**src/rtl/note_sequencer_pkg.sv**
```systemverilog
// Shared definitions for the note sequencer.
// - state_t   : sequencer FSM state encoding (idle, fetch, play)
// - dur_lsb   : bit offset of the duration field in a packed {freq, dur} pattern entry;
//               the frequency field sits directly above it
package note_sequencer_pkg;

    typedef enum logic [1:0] {
        StIdle  = 2'd0,
        StFetch = 2'd1,
        StPlay  = 2'd2
    } state_t;

    localparam int unsigned dur_lsb = 0;

endpackage

```
**src/rtl/note_sequencer_tick_prescaler.sv**
```systemverilog
// Tempo prescaler: counts 0..tick_div-1 while enabled and pulses tick on the
// cycle the count wraps.
// Ports:
//   clk    in  system clock
//   reset  in  asynchronous active-high reset
//   clear  in  synchronous clear of the count (wins over enable)
//   enable in  count enable
//   tick   out high on the last cycle of each tick_div-cycle period
module note_sequencer_tick_prescaler #(
    parameter int unsigned tick_div = 1000
) (
    input  logic clk,
    input  logic reset,
    input  logic clear,
    input  logic enable,
    output logic tick
);

    localparam int unsigned cnt_width = (tick_div > 1) ? $clog2(tick_div) : 1;
    localparam logic [cnt_width-1:0] max_count = cnt_width'(tick_div - 1);

    logic [cnt_width-1:0] count;

    always_ff @(posedge clk or posedge reset) begin
        if (reset) begin
            count <= '0;
        end else if (clear) begin
            count <= '0;
        end else if (enable) begin
            if (count == max_count) begin
                count <= '0;
            end else begin
                count <= count + cnt_width'(1);
            end
        end
    end

    assign tick = enable && (count == max_count);

endmodule

```
**src/rtl/note_sequencer.sv**
```systemverilog
// Note sequencer: plays a programmed list of {frequency, duration} entries by
// driving the square-wave generator's frequency word and a mute gate.
// Ports:
//   clk, reset             system clock, asynchronous active-high reset
//   wr_valid/wr_ready      pattern write handshake (accepted only while idle)
//   wr_addr/wr_freq/wr_dur entry index, frequency word (0 = rest), duration in ticks (0 = skip)
//   length, loop           entries to play and loop flag, latched on start
//   start, stop            begin playback from entry 0 / abort playback
//   frequency_control      frequency word to the square-wave generator
//   gate                   high while a non-rest note sounds
//   busy                   high whenever not idle
//   note_strobe            one-cycle pulse on the first play cycle of each note
//   done                   one-cycle pulse when a non-looping sequence ends
module note_sequencer
    import note_sequencer_pkg::*;
#(
    parameter int unsigned counter_width  = 8,
    parameter int unsigned duration_width = 8,
    parameter int unsigned depth          = 16,
    parameter int unsigned tick_div       = 1000
) (
    input  logic                       clk,
    input  logic                       reset,
    input  logic                       wr_valid,
    output logic                       wr_ready,
    input  logic [$clog2(depth)-1:0]   wr_addr,
    input  logic [counter_width-1:0]   wr_freq,
    input  logic [duration_width-1:0]  wr_dur,
    input  logic [$clog2(depth):0]     length,
    input  logic                       loop,
    input  logic                       start,
    input  logic                       stop,
    output logic [counter_width-1:0]   frequency_control,
    output logic                       gate,
    output logic                       busy,
    output logic                       note_strobe,
    output logic                       done
);

    localparam int unsigned idx_width   = $clog2(depth);
    localparam int unsigned entry_width = counter_width + duration_width;
    localparam int unsigned freq_lsb    = dur_lsb + duration_width;

    state_t                    state;
    logic [idx_width-1:0]      index;
    logic [idx_width:0]        length_q;
    logic                      loop_q;
    logic [duration_width-1:0] dur_cnt;

    logic [entry_width-1:0]    mem [depth];
    logic [entry_width-1:0]    rd_entry;
    logic [counter_width-1:0]  rd_freq;
    logic [duration_width-1:0] rd_dur;

    logic                      tick;
    logic [idx_width:0]        idx_inc;
    logic                      is_last;
    logic                      adv_end;
    logic [idx_width-1:0]      adv_index;

    assign wr_ready = (state == StIdle);
    assign busy     = (state != StIdle);

    // Pattern memory has no reset so a loaded pattern survives a reset.
    always_ff @(posedge clk) begin
        if (wr_valid && wr_ready) begin
            mem[wr_addr] <= {wr_freq, wr_dur};
        end
    end

    assign rd_entry = mem[index];
    assign rd_freq  = rd_entry[freq_lsb +: counter_width];
    assign rd_dur   = rd_entry[dur_lsb +: duration_width];

    // The index wraps at the latched length, not at the memory depth.
    always_comb begin
        idx_inc   = {1'b0, index} + (idx_width + 1)'(1);
        is_last   = !(idx_inc < length_q);
        adv_end   = is_last && !loop_q;
        adv_index = is_last ? '0 : idx_inc[idx_width-1:0];
    end

    note_sequencer_tick_prescaler #(
        .tick_div (tick_div)
    ) u_prescaler (
        .clk    (clk),
        .reset  (reset),
        .clear  (state != StPlay),
        .enable (state == StPlay),
        .tick   (tick)
    );

    always_ff @(posedge clk or posedge reset) begin
        if (reset) begin
            state             <= StIdle;
            index             <= '0;
            length_q          <= '0;
            loop_q            <= 1'b0;
            dur_cnt           <= '0;
            frequency_control <= '0;
            gate              <= 1'b0;
            note_strobe       <= 1'b0;
            done              <= 1'b0;
        end else begin
            note_strobe <= 1'b0;
            done        <= 1'b0;
            if (stop) begin
                state             <= StIdle;
                frequency_control <= '0;
                gate              <= 1'b0;
            end else begin
                unique case (state)
                    StIdle: begin
                        if (start) begin
                            length_q <= length;
                            loop_q   <= loop;
                            index    <= '0;
                            if (length == '0) begin
                                done <= 1'b1;
                            end else begin
                                state <= StFetch;
                            end
                        end
                    end
                    StFetch: begin
                        if (rd_dur == '0) begin
                            // Skipped entry: outputs keep the previous note.
                            if (adv_end) begin
                                state             <= StIdle;
                                done              <= 1'b1;
                                frequency_control <= '0;
                                gate              <= 1'b0;
                            end else begin
                                index <= adv_index;
                            end
                        end else begin
                            frequency_control <= rd_freq;
                            gate              <= (rd_freq != '0);
                            dur_cnt           <= rd_dur;
                            note_strobe       <= 1'b1;
                            state             <= StPlay;
                        end
                    end
                    StPlay: begin
                        if (tick) begin
                            if (dur_cnt == duration_width'(1)) begin
                                if (adv_end) begin
                                    state             <= StIdle;
                                    done              <= 1'b1;
                                    frequency_control <= '0;
                                    gate              <= 1'b0;
                                end else begin
                                    index <= adv_index;
                                    state <= StFetch;
                                end
                            end else begin
                                dur_cnt <= dur_cnt - duration_width'(1);
                            end
                        end
                    end
                    default: begin
                        state <= StIdle;
                    end
                endcase
            end
        end
    end

endmodule

```
**config.mk**
```make
export PLATFORM = sky130hd
export DESIGN_NAME = note_sequencer
export DESIGN_NICKNAME = d
export VERILOG_FILES = /design/src/rtl/note_sequencer_pkg.sv /design/src/rtl/note_sequencer_tick_prescaler.sv /design/src/rtl/note_sequencer.sv
export SDC_FILE = /design/constraint.sdc
export NUM_CORES = 1
export LEC_CHECK = 0
export ABC_CLOCK_PERIOD_IN_PS = 3600
export BUFFER_PORTS_ARGS = -buffer_cell sky130_fd_sc_hd__buf_2
export CAP_MARGIN = 25
export CORE_MARGIN = 1
export CORE_UTILIZATION = 30
export DETAILED_ROUTE_END_ITERATION = 16
export PLACE_DENSITY = 0.44
export SYNTH_ARGS = -nofsm -noshare
export SYNTH_HDL_FRONTEND = slang
export SYNTH_SLANG_ARGS = --single-unit
```
**constraint.sdc**
```tcl
create_clock -name clk -period 3.6 [get_ports clk]
set_input_delay 0 -clock clk [delete_from_list [all_inputs] [get_ports clk]]
set_output_delay 0 -clock clk [all_outputs]
set_load 0.03 [all_outputs]
```
# Word-level counts from Yosys, hierarchy flattened
# Memories as Yosys holds them, arrays and structs flattened.
# Cells that the tools add are included.
[totals] register_bits=41 mem_bits_rw=256 inputBits=31 out_inout_bits=13 word_cells=99 memories=1
[classes] addsub=3 magnitude_cmp=1 eq_ne=16 n_mux=48 n_bitwise=1 n_reduce_logical=19
[memory_table] memory="mem" depth=16 width=16 read_ports=1 rd_clocked_by_memory_dff=0 write_ports=1 line="note_sequencer.sv:50" text="logic [entry_width-1:0] mem [depth];"
[op_table] op="$mux 8" count=8
[op_table] op="$pmux 8 s2" count=2
[op_table] op="$mux 10" count=3
[op_table] op="$mux 4" count=6
[op_table] op="$mux 1" count=18
[op_table] op="$mux 2" count=7
[op_table] op="$ne 2x2->1 const B" count=6
[op_table] op="$pmux 4 s3" count=1
[op_table] op="$add 10x1->10 const B" count=1
[op_table] op="$eq 10x10->1 const B" count=1
[op_table] op="$reduce_and 5->1" count=2
[op_table] op="$ne 3x3->1 const B" count=3
[op_table] op="$eq 8x1->1 const B" count=1
[op_table] op="$logic_not 8->1" count=1
[op_table] op="$reduce_bool 8->1" count=1
[op_table] op="$sub 8x1->8 const B" count=1
[op_table] op="$pmux 2 s3" count=1
[op_table] op="$reduce_and 3->1" count=2
[op_table] op="$reduce_and 6->1" count=1
[op_table] op="$reduce_bool 2->1" count=3
[op_table] op="$reduce_bool 3->1" count=2
[op_table] op="$add 4x1->5 const B" count=1
[op_table] op="$logic_not 5->1" count=1
[op_table] op="$lt 5x5->1" count=1
[op_table] op="other kinds (11)" count=14

# Logic depth before layout (Yosys ltp)
# Gate-level depths: netlist of run 1.
[depth] ltp_word=9 mapped_depth=14 ltp_nobuf=10

# Hierarchy
# From an unflattened synthesis of run 1, not the netlist that was laid out.
[hier_totals] cells_unflattened=689 hier_area_um2=12321.8
[modules_own_cells] module="note_sequencer" instances=1 cells_per_inst=631 area_per_inst_um2=11771.3 seq_area_each_um2=8463.1
[modules_own_cells] module="note_sequencer_tick_prescaler" instances=1 cells_per_inst=58 area_per_inst_um2=550.5 seq_area_each_um2=250.2

# Least setup slack after synthesis of run 1
# OpenSTA, ideal clock, no wires.
[synth_timing] kind="register to register" from="register index[1]" to="register index[1]" setup_ns=0.128 t_arrival_ns=2.925 t_required_ns=3.472 setup_slack_ns=0.547 stages_incl_launch_ff=13 n_path_buf=3 period_less_slack_ns=3.053 cell_sequence="dfrtp_1 > clkbuf_1 > buf_1 > buf_1 > nand3_1 > xnor2_1 > ha_1 > nand2_1 > nor2_1 > a21o_1 > a211oi_1 > o21ai_1 > mux2_1"
[synth_via] elab_chain_cells=8 word_cells_on_any_way=14 cone_classes="1 x add/sub; 1 x order compare; 1 x eq/ne; 6 x mux; 4 x reduce/logical; 1 x memory"
[synth_lines] item="start, declared" line="note_sequencer.sv:45" text="logic [idx_width-1:0] index;"
[synth_lines] item="start signal, assigned" line="note_sequencer.sv:134" text="index <= adv_index;"
[synth_lines] item="start signal, assigned" line="note_sequencer.sv:153" text="index <= adv_index;"
[synth_lines] item="$add 4x1->5" line="note_sequencer.sv:77" text="idx_inc = {1'b0, index} + (idx_width + 1)'(1);"
[synth_lines] item="$lt 5x5->1" line="note_sequencer.sv:78" text="is_last = !(idx_inc < length_q);"
[synth_lines] item="$logic_not 1->1" line="note_sequencer.sv:78"
[synth_lines] item="$logic_and 1x1->1" line="note_sequencer.sv:79" text="adv_end = is_last && !loop_q;"
[synth_lines] item="$mux 4" line="note_sequencer.sv:128, note_sequencer.sv:147"
[synth_lines] item="$mux 4" line="note_sequencer.sv:146" text="if (dur_cnt == duration_width'(1)) begin"
[synth_lines] item="$mux 4" line="note_sequencer.sv:145" text="if (tick) begin"
[synth_lines] item="$pmux 4 s3" line="note_sequencer.sv:112" text="unique case (state)"
# Several ways; a longest one is shown, not always the timed one. The select of a mux whose other input is x is not followed.
# A chain may end at the register's enable or synchronous reset.

# Worst setup path after layout of run 1
[layout_timing] from="register index[0]" to="register frequency_control[4]"
[layout_via] elab_chain_cells=9 word_cells_on_any_way=12 cone_classes="1 x add/sub; 1 x order compare; 6 x mux; 3 x reduce/logical; 1 x memory"
[layout_lines] item="$add 4x1->5" line="note_sequencer.sv:77"
[layout_lines] item="$lt 5x5->1" line="note_sequencer.sv:78"
[layout_lines] item="$logic_not 1->1" line="note_sequencer.sv:78"
[layout_lines] item="$logic_and 1x1->1" line="note_sequencer.sv:79"
[layout_lines] item="$mux 8 (3 in series)"
[layout_lines] item="$pmux 8 s2 *" line="note_sequencer.sv:112"
[layout_lines] item="$mux 8 *" line="note_sequencer.sv:107" text="if (stop) begin"
[layout_lines] item="end signal, assigned" line="note_sequencer.sv:137" text="frequency_control <= rd_freq;"
[layout_lines] item="end, declared" line="note_sequencer.sv:33" text="output logic [counter_width-1:0] frequency_control,"
# Every way passes the cells marked *; elsewhere a longest branch is shown, timed or not. The select of a mux whose other input is x is not followed.

==> metrics.sh, run 1 <==
FINALCRITICALPERIOD_NS=3.319
FIN_HOLD_WS_NS=0.1299
DR.PASS1.ITERS=4
INITIAL_UTILIZATION_PCT=30.58
BUFFERS_ADDED_ON_PORTS=43
PATH_CLK_SLEW_NS=0.06
HOLD_PATH.CLASS='in2reg'
LAYOUT.CELLS.MOST_COMMON='edfxtp_1'
NETLIST_TOP_CELLS_AREA='edfxtp_1, mux4_2, dfrtp_1'
FINAL-MAX-SLEW-VIOLATION-COUNT=0
POST_ROUTE_CELLS_DRIVE_ABOVE_1_SHARE_PCT=27.68
SYNTH_ENABLE_FLOP_CELLS=256
VDD_IR_DROP_MAX_V=0.0002796
TOTAL_ROUTED_WIRELENGTH_UM=29930
SYNTH_FP_NETS=717
TRITONCTS='done'
CLOCK_ROOT_CELL='clkbuf_16'
RSZ_0062_RAISED_AFTER_GLOBAL_ROUTING='false'
WORSTMARGINPINSLEW_NS=0.7887
REGAREA_SQ_UM=8718
WORST_SETUP_PATH_END_KIND='flip-flop'
YOSYSSEQAREASHARE_PCT=71.39
IO_PINS=44
MAX_FREQ_MHz=301.3
LEAKAGEPOWER_nW=4.963
MAXIMUM_FANOUT_ENCOUNTERED_ON_THE_CRITICAL_TIMING_PATH=21
SYNTH_SEQ_CELLS=297
FINALCRITPERIODSHARE_PCT=92.18
SYN-CELL-AREA_SQ_UM=12210
AVGVIACOUNTPERCELL=4.892
CP.ARRIVAL_NS=3.77
GRT_PASS1_WL_UM=44660
GRT_START_MAX_NET_PINS=42
SYNTHARSTFLOPSHARE_PCT=13.80
POST-DP-HPWL_UM=19210
FINALSETUPVIOLATIONS=0
CTS_SETUP_BUFFERS=0
RUN_STATUS='finished clean'
FINCLKSKEW_NS=0.01999
CRITICALPATHCATEGORY='reg2reg'
GRT.TOTAL_USAGE_PCT=14.81
DIE_AREA_SQ_UM=41500
ROUTEDWLPERCELL_UM=22.37
GRT_PASS1_VIAS=6958
TOTAL_NUMBER_OF_VIAS=6545
GRT_REMAINING_OVERFLOW=0
FINAL_ROUTED_DRC_VIOLATION_TOTAL=0
FIN_NETS=831
POWER.DENSITY_CELL_AREA_nW_PER_UM2=632.3
FINAL_CELL_MIX='edfxtp_1, mux4_2, buf_2'
ANT_NETS=0
SYN_INST=674
HOLD_START='wr_addr[1]'
FIN_SETUP_TNS_NS=0
CORE_AREA_SQ_UM=39910
H-TREE-DEPTH=2
SYNTH_FF_TYPE='edfxtp_1'
CP.REQUIRED_NS=4.05
ROWS=73
ANTENNA_FOUND_INITIAL=0
CP-START-KIND='flip-flop'
ANTENNA_CELLS_INSERTED=0
FLOORPLAN.DIE.WIDTH_UM=203.7
MAX_TRANSITION_MARGIN_PCT=46.98
CTS-BUFFERS-INSERTED=34
AREA_OCCUPIED_BY_MULTI_INPUT_GATES_SQ_UM=3319
DOMINANT_CELL_TYPE_BY_AREA_AFTER_SYNTHESIS='edfxtp_1'
DRT_FIRST_ITER_VIOLATIONS=546
CLOCK-SINKS=297
YS_TYPES=54
CLOCK_LATENCY_NS=0.53
PLACE_CONGESTION=0.7695
FILLER_CELL_COUNT=3672
CRIT_START='index[0]$_DFFE_PP0P_'
WORST_R2R_SRC='index[0]$_DFFE_PP0P_'
CLK_PATH_BUF_DEPTH=3
DIE-HEIGHT_UM=203.7
SYNTH_WARNINGS=0
AREAGROWTHSYNTHTOFINISH_PCT=20.17
SYNTH_LARGEST_TYPE_AREA_FRACTION_PCT=62.98
SYNTH_AREA_PER_CELL_SQ_UM=18.11
MAX_CAP_VIOLATIONS=0
HOLD_VIOL=0
cell usage after synthesis (all sizes together), types with 10 or more instances:
| master | count |
|---|---|
| a21oi | 11 |
| buf | 12 |
| clkbuf | 15 |
| dfrtp | 41 |
| edfxtp | 256 |
| ha | 12 |
| inv | 18 |
| mux2 | 10 |
| mux2i | 18 |
| mux4 | 66 |
| nand2 | 23 |
| nand3 | 23 |
| nor2 | 41 |
| nor3 | 10 |
| o21ai | 10 |
where the power goes:
part	total [W]	switching, W	internal (W)
Combinational	0.00182	0.00102	0.000802
Clock	0.00332	0.00137	0.00196
Sequential	0.00413	0.000184	0.00394
Total	0.00927	0.00257	0.00670
flip-flops by register name, summed over array words and instances (netlist names), 2 cells and up:
name and count:
mem 256, length_q 5, frequency_control 8, dur_cnt 8, index 4, state 2, u_prescaler.count 10
logic make-up (layout without fill, tap and decap cells):
logic type / after synthesis / in the layout / share of synthesized area (%)
multiplexers: 94 / 94 / 14.58
flip-flops: 297 / 297 / 71.39
XOR/XNOR: 10 / 10 / 0.7176
buffers and inverters: 46 / 185 / 1.825
AND/OR/NAND/NOR: 148 / 148 / 6.294
AO/OA/AOI/OAI: 67 / 67 / 3.967
adder cells (fa/ha/maj): 12 / 12 / 1.230
cell type report:
cell class,count,area share (%)
repair buffers,105,5.638
multi-input cells,331,22.63
inverters,19,0.4862
well taps,525,4.478
flip-flops and latches,297,59.44
clock buffers,37,5.877
clock inverters,24,1.450
critical path, stage by stage (launching register included):
cell,delay (ns)
dfrtp_4,0.67
buf_4,0.28
mux4_2,0.51
a22oi_1,0.18
and3_1,0.32
nand2_1,0.13
nor4_4,0.39
nor3b_2,0.51
a221o_1,0.23
routing by layer:
metal	GRT usage, %	part of all wire, %	vias up
met4	4.108	1.8	0
met1	20.37	46	3415
met5	0	0	-
met3	2.525	4.2	42
met2	24.09	48	155
li1	-	-	2933
through the flow:
step	power [W]	std cells	cell area (sq um)	worst slack [ns]	utilization [%]
finish	0.009275	1338	14670	0.2815	36.75
global route	0.009683	1338	14670	0.07489	36.75
CTS	0.009390	1338	14660	0.1579	36.74
detailed placement	0.006023	1250	13320	0.1579	33.37
global placement	0.005986	1250	13320	0.2383	33.37
floorplan	0.005458	674	12210	0.5471	-
path summary, 6_finish.rpt:
| kind | cells past startpoint | slack, ns | to |
|---|---|---|---|
| worst max register to register | 8 | 0.28 | frequency_control[4]$_DFFE_PP0P_ |
| min in group asynchronous | 4 | 0.16 | frequency_control[6]$_DFFE_PP0P_ |
| worst min register to register | 1 | 0.46 | u_prescaler.count[0]$_DFF_PP0_ |
| worst max-delay path | 8 | 0.28 | frequency_control[4]$_DFFE_PP0P_ |
| max in group asynchronous | 4 | 3.02 | index[0]$_DFFE_PP0P_ |
| worst min-delay path | 3 | 0.13 | mem[0][11]$_DFFE_PP_ |
what timing repair did:
action,CTS,global route
hold buffers,27,0
endpoints found under the hold margin,309,0
gates resized for setup,0,1
setup endpoints to repair,0,5
(Power assumes the default switching activity.)
==> run 2: changes to the inputs <==
--- a/config.mk
+++ b/config.mk
@@ -11,7 +11,8 @@
 export CORE_MARGIN = 1
 export CORE_UTILIZATION = 30
 export DETAILED_ROUTE_END_ITERATION = 16
-export PLACE_DENSITY = 0.44
+export PLACE_DENSITY_LB_ADDON = 0.25
+export RECOVER_POWER = 100
 export SYNTH_ARGS = -nofsm -noshare
 export SYNTH_HDL_FRONTEND = slang
 export SYNTH_SLANG_ARGS = --single-unit
==> run 2 against run 1 <==
  * The run now ends with max-capacitance violations, max-slew violations left
  * Combinational power hardly changed
  * Flip-flop and latch count stayed put
  * Core utilization is 0.62 points lower
  * Register-to-register slack better by 0.04 ns
  * Fmax is 1.3% higher
  * Clock-buffer cell count is 3 higher
  * Die area stayed put
  * Sequential power hardly changed
  * Critical path type unchanged
  * Highest routed layer unchanged
==> metrics.sh, run 2 (synthesis results as in run 1) <==
FINAL_ROUTED_DRC_VIOLATION_TOTAL=0  # unchanged
BUFFERS_ADDED_ON_PORTS=43  # unchanged
CLK_PATH_BUF_DEPTH=3  # unchanged
INITIAL_UTILIZATION_PCT=30.58  # unchanged
HOLD_VIOL=0  # unchanged
CTS-BUFFERS-INSERTED=31  # was 34
FLOORPLAN.DIE.WIDTH_UM=203.7  # unchanged
CLOCK_ROOT_CELL='clkbuf_16'  # unchanged
PATH_DELAY_FAMILY='flip-flops'  # was simple AND/OR/NAND/NOR gates
CRITICAL-PATH-SLOWEST-CELL='dfrtp_2'  # was dfrtp_4
HOLD_PATH.CLASS='in2reg'  # unchanged
ANTENNA_FOUND_INITIAL=0  # unchanged
IO_PINS=44  # unchanged
FIN_TOTAL_PWR_W=0.008993  # was 0.009275 W
CRITICALPATHCATEGORY='reg2reg'  # unchanged
CP_CELL_SEQUENCE='buf_12 > mux4_2 > a22oi_1 > o2111ai_1 > nor4_1 > clkbuf_1 > o21ai_1 > mux2_1'  # was buf_4 > mux4_2 > a22oi_1 > and3_1 > nand2_1 > nor4_4 > nor3b_2 > a221o_1
GRT_START_MAX_NET_PINS=42  # unchanged
FINALCRITICALPERIOD_NS=3.276  # was 3.319 ns
PLACED_AREA_SQ_UM=13300  # was 13,320 sq um
GRT_PASS1_WL_UM=43990  # was 44,660 um
TRITONCTS='done'  # unchanged
FINAL-MAX-SLEW-VIOLATION-COUNT=314  # was 0
ANT_NETS=0  # unchanged
MAX_CAP_VIOLATIONS=17  # was 0
RUN_STATUS='finished with violations'  # was finished clean
POWER.DENSITY_CELL_AREA_nW_PER_UM2=623.7  # was 632.3 nW/um^2
REG.LARGEST.LIST='mem (256), u_prescaler.count (10)'  # unchanged
AVGVIACOUNTPERCELL=4.897  # was 4.892
FINCLKSKEW_NS=0.009176  # was 0.01999 ns
PATH_CLK_SLEW_NS=0.06  # about the same
CTS_SETUP_BUFFERS=0  # unchanged
CP.REQUIRED_NS=4.04  # was 4.05 ns
FIN_SETUP_TNS_NS=0  # unchanged
PLACE_CONGESTION=0.7844  # was 0.7695
CRITICAL_PATH.N_BUFFERS_INVERTERS=2  # was 1
VDD_IR_DROP_MAX_V=0.0004315  # was 0.0002796 V
LARGEST_REG_FLOPS=256  # unchanged
CP.ARRIVAL_NS=3.71  # was 3.77 ns
GRT_PASS1_VIAS=6625  # was 6,958
FIN_NETS=835  # was 831
GRT.TOTAL_USAGE_PCT=14.50  # was 14.81%
FINALCRITPERIODSHARE_PCT=90.99  # was 92.18%
GRT_REMAINING_OVERFLOW=0  # unchanged
CLOCK-SINKS=297  # unchanged
LEAKAGEPOWER_nW=4.733  # was 4.963 nW
DIE-HEIGHT_UM=203.7  # unchanged
CP-START-KIND='flip-flop'  # unchanged
AREAGROWTHSYNTHTOFINISH_PCT=18.13  # was 20.17%
FINALSETUPVIOLATIONS=0  # unchanged
VIOLATIONS='max-capacitance violations, max-slew violations'
POST_ROUTE_CELLS_DRIVE_ABOVE_1_SHARE_PCT=20.34  # was 27.68%
FINAL_CELL_MIX='edfxtp_1, mux4_2, clkbuf_1'  # was edfxtp_1, mux4_2, buf_2
TOTAL_NUMBER_OF_VIAS=6567  # was 6,545
RSZ_0062_RAISED_AFTER_GLOBAL_ROUTING='false'  # unchanged
ROUTEDWLPERCELL_UM=22.06  # was 22.37 um
MAX_TRANSITION_MARGIN_PCT=-61.29  # was 46.98%
CORE_AREA_SQ_UM=39910  # unchanged
LAYOUT.CELLS.MOST_COMMON='edfxtp_1'  # unchanged
CLOCK_LATENCY_NS=0.56  # was 0.53 ns
FINAL_AREA_SQ_UM=14420  # was 14,670 sq um
TOTAL_ROUTED_WIRELENGTH_UM=29580  # was 29,930 um
MAXIMUM_FANOUT_ENCOUNTERED_ON_THE_CRITICAL_TIMING_PATH=25  # was 21
MAX_FREQ_MHz=305.3  # was 301.3 MHz
WORST_SETUP_PATH_END_KIND='flip-flop'  # unchanged
DIE_AREA_SQ_UM=41500  # unchanged
WORSTMARGINPINSLEW_NS=2.419  # was 0.7887 ns
ANTENNA_CELLS_INSERTED=0  # unchanged
CPPEAKSTAGEDELAY_NS=0.73  # was 0.67 ns
DRT_FIRST_ITER_VIOLATIONS=623  # was 546
ROWS=73  # unchanged
DR.PASS1.ITERS=5  # was 4
REG2REG_SLACK_NS=0.32  # was 0.28 ns
REGISTERS.TOP_BY_FF_COUNT='mem'  # unchanged
POST-DP-HPWL_UM=16900  # was 19,210 um
H-TREE-DEPTH=1  # was 2
[run 2: path summary, 6_finish.rpt]
path                                                       end  cells past startpoint                            from
worst max-delay path                      index[0]$_DFFE_PP0P_                      8            index[1]$_DFFE_PP0P_
worst min-delay path                            done$_DFF_PP0_                      4                       length[0]
worst max register to register            index[0]$_DFFE_PP0P_                      8            index[1]$_DFFE_PP0P_
worst min register to register  u_prescaler.count[0]$_DFF_PP0_                      1  u_prescaler.count[0]$_DFF_PP0_
max in group asynchronous                 index[0]$_DFFE_PP0P_                      4                           reset
min in group asynchronous              length_q[1]$_DFFE_PP0P_                      4                           reset
[run 2: final cells by class]
cell class                      instances  area [sq um]
Tap cell                              525         656.9
Sequential cell                       297          8718
Inverter                               19         71.32
Multi-Input combinational cell        331          3278
Fill cell                            3728         25500
Clock inverter                         17         140.1
Timing Repair Buffer                  112         744.5
Clock buffer                           40         809.5
[run 2: stage by stage]
| step | hold slack (ns) | util, % | setup slack [ns] | cells |
|---|---|---|---|---|
| after CTS | 0.1396 | 36.49 | 0.4099 | 1341 |
| after global placement | 0.1800 | 33.33 | 0.4723 | 1253 |
| after detailed placement | 0.1805 | 33.33 | 0.4180 | 1253 |
| after floorplan | 0.09887 | - | 0.5471 | 674 |
| final | 0.3382 | 36.12 | 0.3243 | 1341 |
| after global routing | 0.3348 | 36.12 | 0.1318 | 1341 |
[run 2: per-layer routing]
metal,global-route usage (%),vias up,wire (um)
met5,0,-,0
met1,20.60,3427,13910
met2,22.84,163,13650
met3,2.301,41,1406
met4,4.270,0,619
li1,-,2936,-
[run 2: repair_timing]
item,CTS,global route
hold buffers,31,0
endpoints found under the hold margin,308,0
resized for setup,0,0
[run 2: worst register-to-register path, delay by kind of cell, from the launching register on]
family,cells,cell delay (ns)
and+or+nand+nor,1,0.46
AOI/OAI and AO/OA,3,0.69
DFF,1,0.73
muxes,2,0.72
buffers and inverters,2,0.56
[run 2: where the power goes]
group / switching (W) / internal [W] / leakage [nW]
sequential: 0.000158 / 0.00395 / 2.84
combinational: 0.00102 / 0.000834 / 1.44
clock: 0.00131 / 0.00173 / 0.459
total: 0.00248 / 0.00651 / 4.73
==> run 3: changes to the inputs <==
--- a/config.mk
+++ b/config.mk
@@ -9,7 +9,7 @@
 export BUFFER_PORTS_ARGS = -buffer_cell sky130_fd_sc_hd__buf_2
 export CAP_MARGIN = 25
 export CORE_MARGIN = 1
-export CORE_UTILIZATION = 30
+export CORE_UTILIZATION = 55
 export DETAILED_ROUTE_END_ITERATION = 16
 export PLACE_DENSITY_LB_ADDON = 0.25
 export RECOVER_POWER = 100
==> run 3 against run 2 <==
  * The flow still finishes with violations (max-capacitance violations, max-slew violations)
  * Worst hold slack worse by 0.31 ns
  * Sequential share of layout area is 1.3 points higher
  * Largest cell class unchanged
  * Design area fell by 2.1%
  * Wire length fell by 12%
  * Clock-buffer cell count shrank 7
  * Register-to-register slack got worse by 0.098 ns
  * Die area fell by 45%
  * Setup slack got worse by 0.098 ns
  * Largest power group unchanged
  * Flip-flop and latch count stayed put
  * Cell count decreased by 19%
  * Core utilization increased by 29 points
  * Clock power is 7.9% higher
==> metrics.sh, run 3 (synthesis results as in run 1) <==
CORE_AREA_SQ_UM=21820  # was 39,910 sq um
MET1_USAGE_PCT=32.60  # was 20.60%
DR.PASS1.ITERS=6  # was 5
GRT_START_MAX_NET_PINS=42  # unchanged
FINAL_CELL_MIX='edfxtp_1, mux4_2, clkbuf_1'  # unchanged
REGISTERS.TOP_BY_FF_COUNT='mem'  # unchanged
MAXIMUM_FANOUT_ENCOUNTERED_ON_THE_CRITICAL_TIMING_PATH=18  # was 25
LAYOUT.CELLS.MOST_COMMON='edfxtp_1'  # unchanged
AREAGROWTHSYNTHTOFINISH_PCT=15.65  # was 18.13%
FINAL_ROUTED_DRC_VIOLATION_TOTAL=0  # unchanged
FINALCRITPERIODSHARE_PCT=93.73  # was 90.99%
TRITONCTS='done'  # unchanged
MAX_TRANSITION_MARGIN_PCT=-47.04  # was -61.29%
TOP_USAGE_LAYER='met2'  # unchanged
MAX_FREQ_MHz=296.4  # was 305.3 MHz
IO_PINS=44  # unchanged
ROWS=54  # was 73
PATH_CLK_SLEW_NS=0.06  # about the same
FINALSETUPVIOLATIONS=0  # unchanged
H-TREE-DEPTH=1  # unchanged
CP.ARRIVAL_NS=3.79  # was 3.71 ns
DRT_FIRST_ITER_VIOLATIONS=668  # was 623
FINALCRITICALPERIOD_NS=3.374  # was 3.276 ns
DIE-HEIGHT_UM=151.0  # was 203.7 um
DIE_AREA_SQ_UM=22790  # was 41,500 sq um
GLOBAL_ROUTE.USAGE.MET2_PCT=39.47  # was 22.84%
VIOLATIONS='max-capacitance violations, max-slew violations'  # unchanged
HOLD_VIOL=0  # unchanged
POST-DP-HPWL_UM=16350  # was 16,900 um
CLOCK_ROOT_CELL='clkbuf_16'  # unchanged
MIN_DELAY_PATH_DEPTH=3  # was 4
FINAL-MAX-SLEW-VIOLATION-COUNT=59  # was 314
ANTENNA_FOUND_INITIAL=1  # was 0
FINCLKSKEW_NS=0.01388  # was 0.009176 ns
HOLD_PATH.CLASS='in2reg'  # unchanged
RUN_STATUS='finished with violations'  # unchanged
CLK_PATH_BUF_DEPTH=3  # unchanged
ROUTEDWLPERCELL_UM=24.08  # was 22.06 um
TOTAL_ROUTED_WIRELENGTH_UM=26180  # was 29,580 um
TOTAL_NUMBER_OF_VIAS=6673  # was 6,567
CP-START-KIND='flip-flop'  # unchanged
FIN_SETUP_TNS_NS=0  # unchanged
INITIAL_UTILIZATION_PCT=55.93  # was 30.58%
GRT_REMAINING_OVERFLOW=0  # unchanged
MAX_CAP_VIOLATIONS=2  # was 17
CTS-BUFFERS-INSERTED=30  # was 31
PLACE_CONGESTION=0.8900  # was 0.7844
LEAKAGEPOWER_nW=4.742  # was 4.733 nW
CRITICALPATHCATEGORY='reg2reg'  # unchanged
R2R.WORST_PATH.CELLS=7  # was 8
FILLER_CELL_COUNT=1493  # was 3,728
WORSTMARGINPINSLEW_NS=2.206  # was 2.419 ns
GRT_PASS1_WL_UM=39470  # was 43,990 um
GRTUSAGEMET3_PCT=3.765  # was 2.301%
FIN_NETS=828  # was 835
GRT_PASS1_VIAS=6784  # was 6,625
GRT.TOTAL_USAGE_PCT=23.81  # was 14.50%
POWER.DENSITY_CELL_AREA_nW_PER_UM2=648.2  # was 623.7 nW/um^2
ANT_NETS=0  # unchanged
VDD_IR_DROP_MAX_V=0.0003425  # was 0.0004315 V
REG.LARGEST.LIST='mem (256), u_prescaler.count (10)'  # unchanged
RSZ_0062_RAISED_AFTER_GLOBAL_ROUTING='false'  # unchanged
FIN_TOTAL_PWR_W=0.009150  # was 0.008993 W
BUFFERS_ADDED_ON_PORTS=43  # unchanged
LARGEST_REG_FLOPS=256  # unchanged
WORST_SETUP_PATH_END_KIND='flip-flop'  # unchanged
FLOORPLAN.DIE.WIDTH_UM=151.0  # was 203.7 um
CLOCK-SINKS=297  # unchanged
CP.REQUIRED_NS=4.02  # was 4.04 ns
POST_ROUTE_CELLS_DRIVE_ABOVE_1_SHARE_PCT=19.11  # was 20.34%
CLOCK_LATENCY_NS=0.54  # was 0.56 ns
AVGVIACOUNTPERCELL=6.139  # was 4.897
run 3: repair_timing:
item	CTS	global route
hold buffers	27	0
gates resized for setup	0	1
hold endpoints to repair	312	0
endpoints found under the setup margin	0	7
setup buffers	0	1
run 3: critical path: stages, from the launching register on:
cell,delay [ns]
dfrtp_4,0.69
buf_12,0.24
buf_2,0.41
mux4_2,0.58
mux4_2,0.52
or4_1,0.53
o21ai_1,0.18
o21ai_1,0.09
run 3: final timing paths:
path                                                start                             end  slack, ns
max                                  index[0]$_DFFE_PP0P_                gate$_DFFE_PP0P_       0.23
min                                              wr_valid            mem[15][9]$_DFFE_PP_       0.03
max reg2reg                          index[0]$_DFFE_PP0P_                gate$_DFFE_PP0P_       0.23
min reg2reg                u_prescaler.count[0]$_DFF_PP0_  u_prescaler.count[0]$_DFF_PP0_       0.46
max in group asynchronous                           reset            index[1]$_DFFE_PP0P_       1.24
min in group asynchronous                           reset          dur_cnt[0]$_DFFE_PP0P_       0.81
run 3: per-layer routing:
| layer | vias up | share of wire, % | routed length (um) |
|---|---|---|---|
| li1 | 2934 | - | - |
| met1 | 3410 | 41 | 10740 |
| met2 | 277 | 50 | 12980 |
| met3 | 52 | 6.7 | 1760 |
| met4 | 0 | 2.7 | 701 |
| met5 | - | 0 | 0 |
run 3: area by class of cell:
type	count	area [sq um]	area share, %
clock inverter	20	267.8	1.897
clock buffer	33	783.3	5.549
sequential	297	8721	61.78
timing repair buffer	106	651.9	4.618
antenna	1	2.502	0.01773
multi-input combinational	331	3268	23.15
inverter	19	71.32	0.5052
tap	280	350.3	2.482
run 3: power breakdown:
part / internal (W) / switching [W] / leakage (nW)
combinational: 0.000767 / 0.000978 / 1.40
clock: 0.00200 / 0.00127 / 0.507
sequential: 0.00395 / 0.000190 / 2.84
run 3: metrics by stage:
stage               hold slack (ns)  worst slack, ns  util, %  area [sq um]  instances
finish                      0.03083           0.2258    64.68         14120       1087
global route                0.03815          0.08050    64.67         14110       1086
CTS                         0.01167           0.1363    65.39         14270       1085
detailed placement           0.1636           0.1363    59.34         12950       1005
global placement             0.1407           0.2573    59.34         12950       1005
floorplan                   0.09887           0.5471        -         12210        674
